==> src/rtl/nnrv_regfile.sv <==
// Integer register file with a pending-write scoreboard, write-back bypass and
// one-cycle registered dual read port. x0 is hardwired to zero.
module nnrv_regfile #(
    parameter int XLEN = 32,
    parameter int NREG = 32
) (
    input  logic            i_clk,
    input  logic            i_rst,
    input  logic            i_reg_w_en,
    input  logic [4:0]      i_reg_w,
    input  logic [XLEN-1:0] i_reg_w_reg,
    input  logic            i_issue_en,
    input  logic [4:0]      i_issue_rd,
    input  logic            i_rd_vld,
    output logic            o_rd_rdy,
    input  logic [4:0]      i_rs1,
    input  logic [4:0]      i_rs2,
    output logic            o_rs_vld,
    output logic [XLEN-1:0] o_rs1_reg,
    output logic [XLEN-1:0] o_rs2_reg,
    output logic [31:0]     o_busy
);

    logic [XLEN-1:0] regs [NREG];
    logic [31:0]     busy_q;
    logic [31:0]     busy_d;
    logic [31:0]     wb_mask;
    logic [31:0]     iss_mask;
    logic [31:0]     eff_busy;
    logic            accept;
    logic [XLEN-1:0] rs1_data;
    logic [XLEN-1:0] rs2_data;
    logic            rs_vld_q;
    logic [XLEN-1:0] rs1_q;
    logic [XLEN-1:0] rs2_q;

    always_comb begin
        wb_mask  = i_reg_w_en ? (32'b1 << i_reg_w) : 32'b0;
        iss_mask = (i_issue_en && (i_issue_rd != 5'd0)) ? (32'b1 << i_issue_rd) : 32'b0;
        // Clear first, then set: a same-edge issue to the same index wins.
        busy_d   = ((busy_q & ~wb_mask) | iss_mask) & ~32'b1;
        // A write-back landing this cycle already resolves the hazard.
        eff_busy = busy_q & ~wb_mask;
    end

    always_comb begin
        o_rd_rdy = 1'b1;
        if ((i_rs1 != 5'd0) && eff_busy[i_rs1]) o_rd_rdy = 1'b0;
        if ((i_rs2 != 5'd0) && eff_busy[i_rs2]) o_rd_rdy = 1'b0;
        accept = i_rd_vld && o_rd_rdy;
    end

    always_comb begin
        rs1_data = '0;
        rs2_data = '0;
        if (i_rs1 != 5'd0) begin
            if (i_reg_w_en && (i_reg_w == i_rs1)) rs1_data = i_reg_w_reg;
            else                                  rs1_data = regs[i_rs1];
        end
        if (i_rs2 != 5'd0) begin
            if (i_reg_w_en && (i_reg_w == i_rs2)) rs2_data = i_reg_w_reg;
            else                                  rs2_data = regs[i_rs2];
        end
    end

    always_ff @(posedge i_clk or negedge i_rst) begin
        if (!i_rst) begin
            for (int i = 0; i < NREG; i++) regs[i] <= '0;
        end else if (i_reg_w_en && (i_reg_w != 5'd0)) begin
            regs[i_reg_w] <= i_reg_w_reg;
        end
    end

    always_ff @(posedge i_clk or negedge i_rst) begin
        if (!i_rst) begin
            busy_q   <= '0;
            rs_vld_q <= 1'b0;
            rs1_q    <= '0;
            rs2_q    <= '0;
        end else begin
            busy_q   <= busy_d;
            rs_vld_q <= accept;
            if (accept) begin
                rs1_q <= rs1_data;
                rs2_q <= rs2_data;
            end
        end
    end

    assign o_busy    = busy_q;
    assign o_rs_vld  = rs_vld_q;
    assign o_rs1_reg = rs1_q;
    assign o_rs2_reg = rs2_q;

endmodule

==> config.mk <==
export PLATFORM = sky130hd
export DESIGN_NAME = nnrv_regfile
export DESIGN_NICKNAME = d
export VERILOG_FILES = /design/src/rtl/nnrv_regfile.sv
export SDC_FILE = /design/constraint.sdc
export NUM_CORES = 2
export LEC_CHECK = 0
export CAP_MARGIN = 20
export CORE_UTILIZATION = 40
export CTS_CLUSTER_DIAMETER = 60
export CTS_CLUSTER_SIZE = 24
export DETAILED_ROUTE_END_ITERATION = 12
export PLACE_DENSITY = 0.64
export SYNTH_ARGS = -nofsm -noshare
export SYNTH_HDL_FRONTEND = slang
export SYNTH_SLANG_ARGS = --single-unit
export TNS_END_PERCENT = 1
==> constraint.sdc <==
create_clock -name i_clk -period 2.96 [get_ports i_clk]
set_clock_uncertainty 0.15 [all_clocks]
set_input_delay 0.592 -clock i_clk [delete_from_list [all_inputs] [get_ports i_clk]]
set_output_delay 0.592 -clock i_clk [all_outputs]
set_load 0.03 [all_outputs]
==> results_dict.tcl <==
set metrics [dict create \
    outcome "finished with violations" \
    failing_checks "setup timing" \
    report.final.setup_viol 2 \
    worst_ep_arrival_time_ns 2.63 \
    synth_top_area_frac 0.4716 \
    ctsLongestPathBuffers 3 \
    fin_cells 6456 \
    library_cell_with_the_highest_instance_count_after_synthesis "sky130_fd_sc_hd__dfrtp_1" \
    first_global_vias 41110 \
    layout_setup_ws_ns -0.4074 \
    insertion_delay_to_the_later_sink_of_the_worst_skew_pair_ns 0.75 \
    slew_headroom 0.2793 \
    swShare 0.3120 \
    area_growth_pct 18.74 \
    cts-buffers-inserted 100 \
    mappedNetlistNets 4253 \
    setup_repair_after_global_routing_missed_its_margin "true" \
    share_comb_of_total_power 0.247 \
    timing_worst_slew_pin_value_ns 1.081 \
    drt_wl_total_um 199300 \
    via_count 40740 \
    ys_seq_elements 1120 \
    remaining_global_route_overflow 0 \
    routabilityCongestion 0.8927 \
    ir_worst_vdd_mv 0.5089 \
    power.internal_mw 32.42 \
    synthTopCellsByCount "1120 x sky130_fd_sc_hd__dfrtp_1, 949 x sky130_fd_sc_hd__mux2_2, 525 x sky130_fd_sc_hd__mux4_2, 359 x sky130_fd_sc_hd__nand2_1, 342 x sky130_fd_sc_hd__clkbuf_1" \
    postPlaceCellArea_um2 66660 \
    reg2reg_depth 11 \
    drcViolationCount 0 \
    ys_seq_area_frac 0.4716 \
    final.period_utilization 1.138 \
    synth_area_leaders "sky130_fd_sc_hd__dfrtp_1 47%, sky130_fd_sc_hd__mux4_2 20%, sky130_fd_sc_hd__mux2_2 18%, sky130_fd_sc_hd__mux2i_1 2.7%, sky130_fd_sc_hd__nand2_1 2.3%" \
    clock_tree_from_tritoncts "done" \
    synth_edf_count 0 \
    synth_cell_type_count 70 \
    number_of_flip_flops_in_the_largest_register 1024 \
    dp_cells 6265 \
    final_hold_viol_count 0 \
    finalWorstPathRequiredPeriod_ns 3.367 \
    net_switching_power_figure_mw 14.70 \
    synth.cell_area_um2 59430 \
    critical_path.endpoint_type "output pin" \
    cts_max_level 3 \
    syn-mean-instance-area_um2 14.16 \
    power-per-cell-area_nw_per_um2 667.6 \
    worst_ep_required_time_ns 2.22 \
    worstReg2RegStart "o_busy[4]" \
    clockPowerShare 0.313 \
    layout.cell_area.non_filler_um2 70570 \
    hpwl_um 123100 \
    leakagePower_nw 30.65 \
    grt_start_max_net_pins 94 \
    drive_above_1_share 0.4914 \
    initial_core_util 0.4025 \
    hold_class "input pin to flop" \
    design.die.area_um2 150100 \
    worst_setup_path_startpoint "i_reg_w[0]" \
    endpoint "o_rd_rdy" \
    grt_util_all_layers 0.2663 \
    antenna_cells 0 \
    r2r_slack_ns -0.01 \
    avgViaCountPerCell 6.310 \
    global_route_wire_length_before_repair_um 294300 \
    ys.flop_type "sky130_fd_sc_hd__dfrtp_1" \
    critical_path_peak_fanout 6 \
    initial_antenna_violation_count 0 \
    number_of_warning_messages_in_the_yosys_log 0 \
    async_s_r_ff_share_synth 1.000 \
    regToRegEndpoint "o_rs2_reg[17]" \
    postRouteAntennaNets 0 \
    rows 141 \
    power.sequential.fraction 0.439 \
    max_freq_ghz 0.2970 \
    timing_max_transition_violations_final 0 \
    floorplan.die.height_um 387.5 \
    core_um2 147700 \
    synth_area_leader_cell "sky130_fd_sc_hd__dfrtp_1" \
    routed_wire_length_per_instance_um 30.88 \
    cts.root.buffer_cell "sky130_fd_sc_hd__clkbuf_16" \
    cp-start-kind "input pin" \
    final_core_util 0.4779 \
    layout.nets 4498 \
    dr.pass1.iters 5 \
    drtIter0Drc 4076 \
    worst_hold_startpoint "i_reg_w[3]" \
    ioPinCount 155 \
    reported_max_cap_violation_count 0 \
    tritoncts_num_sinks 1120 \
    setup.worst_path.class "input pin to output pin" \
    die_w_um 387.5 \
    numPortBuffers 153 \
    hold_ws_ns 0.1810 \
    path_clk_slew_ns 0.08 \
    syn_inst 4196 \
]
critical path: stages:
cell	delay, ns
sky130_fd_sc_hd__clkdlybuf4s15_2	0.23
sky130_fd_sc_hd__buf_6	0.16
sky130_fd_sc_hd__buf_4	0.14
sky130_fd_sc_hd__and2_4	0.14
sky130_fd_sc_hd__and2_4	0.15
sky130_fd_sc_hd__o22a_1	0.18
sky130_fd_sc_hd__o221a_2	0.28
sky130_fd_sc_hd__a211o_1	0.30
sky130_fd_sc_hd__nand4_4	0.14
sky130_fd_sc_hd__buf_12	0.16
sky130_fd_sc_hd__inv_8	0.03
sky130_fd_sc_hd__buf_6	0.12
per-layer routing:
layer	vias to the layer above	share of wire	track usage
met5	-	0	0
met4	0	0.039	0.09596
met1	21970	0.41	0.3595
met3	419	0.077	0.05107
met2	1791	0.48	0.4285
li1	16560	-	-
power groups by stage:
stage / sequential [mW] / clock [mW] / combinational (mW)
finish: 20.7 / 14.8 / 11.7
global route: 21.1 / 15.6 / 12.4
CTS: 20.6 / 15.0 / 11.7
detailed placement: 20.9 / 0 / 11.6
global placement: 20.7 / 0 / 11.4
floorplan: 20.9 / 0 / 7.11
layout make-up:
cell class	count	area, um2
clock buffer	106	2608
clock inverter	81	1140
fill	12710	77090
inverter	8	40.04
multi-input combinational	2593	29750
sequential	1120	28030
tap	1930	2415
timing repair buffer	618	6588
how the worst min path moves through the flow:
stage / slack [ns] / cells after the start / end
5_1_grt: 0.17 / 4 / o_busy[31]
2_1_floorplan: 0.15 / 0 / o_busy[10]
4_1_cts: 0.24 / 4 / o_busy[31]
6_report: 0.18 / 4 / o_busy[31]
3_3_place_gp: 0.23 / 0 / regs[1010]
3_5_place_dp: 0.23 / 0 / regs[1015]
placed cells by master, fill, tap and decap left out, drive strengths merged, types with 31 or more instances in the layout:
cell type	count
dfrtp	1120
clkbuf	108
inv	47
nor2	79
mux4	525
clkinv	31
clkdlybuf4s50	135
a21oi	36
mux2	949
mux2i	162
o21ai	128
o41ai	51
a221oi	83
buf	479
nand2	359
a211oi	34
per-stage QoR:
step / total power [mW] / setup WS [ns] / setup TNS (ns)
after floorplan: 27.98 / -0.04719 / -0.7617
after global placement: 32.11 / -0.9505 / -153.40
after detailed placement: 32.47 / -0.9347 / -153.99
after CTS: 47.25 / -0.4309 / -0.4309
after global routing: 49.04 / -0.4704 / -0.8929
final: 47.11 / -0.4074 / -0.4126
repair_timing:
item	4_1_cts	5_1_grt
gates resized for setup	34	32
setup endpoints to repair	52	65
pin swaps	6	6
hold buffers	1	0
buffers inserted	2	1
hold endpoints to repair	7	0
cells by family after synthesis:
group	share of synthesized area
simple gates	0.03787
mux	0.4061
xor+xnor	0.001474
buf+inv	0.03352
flops	0.4716
compound gates	0.04943
other cells	0.00006310
Power figures use the tool's default switching activity.
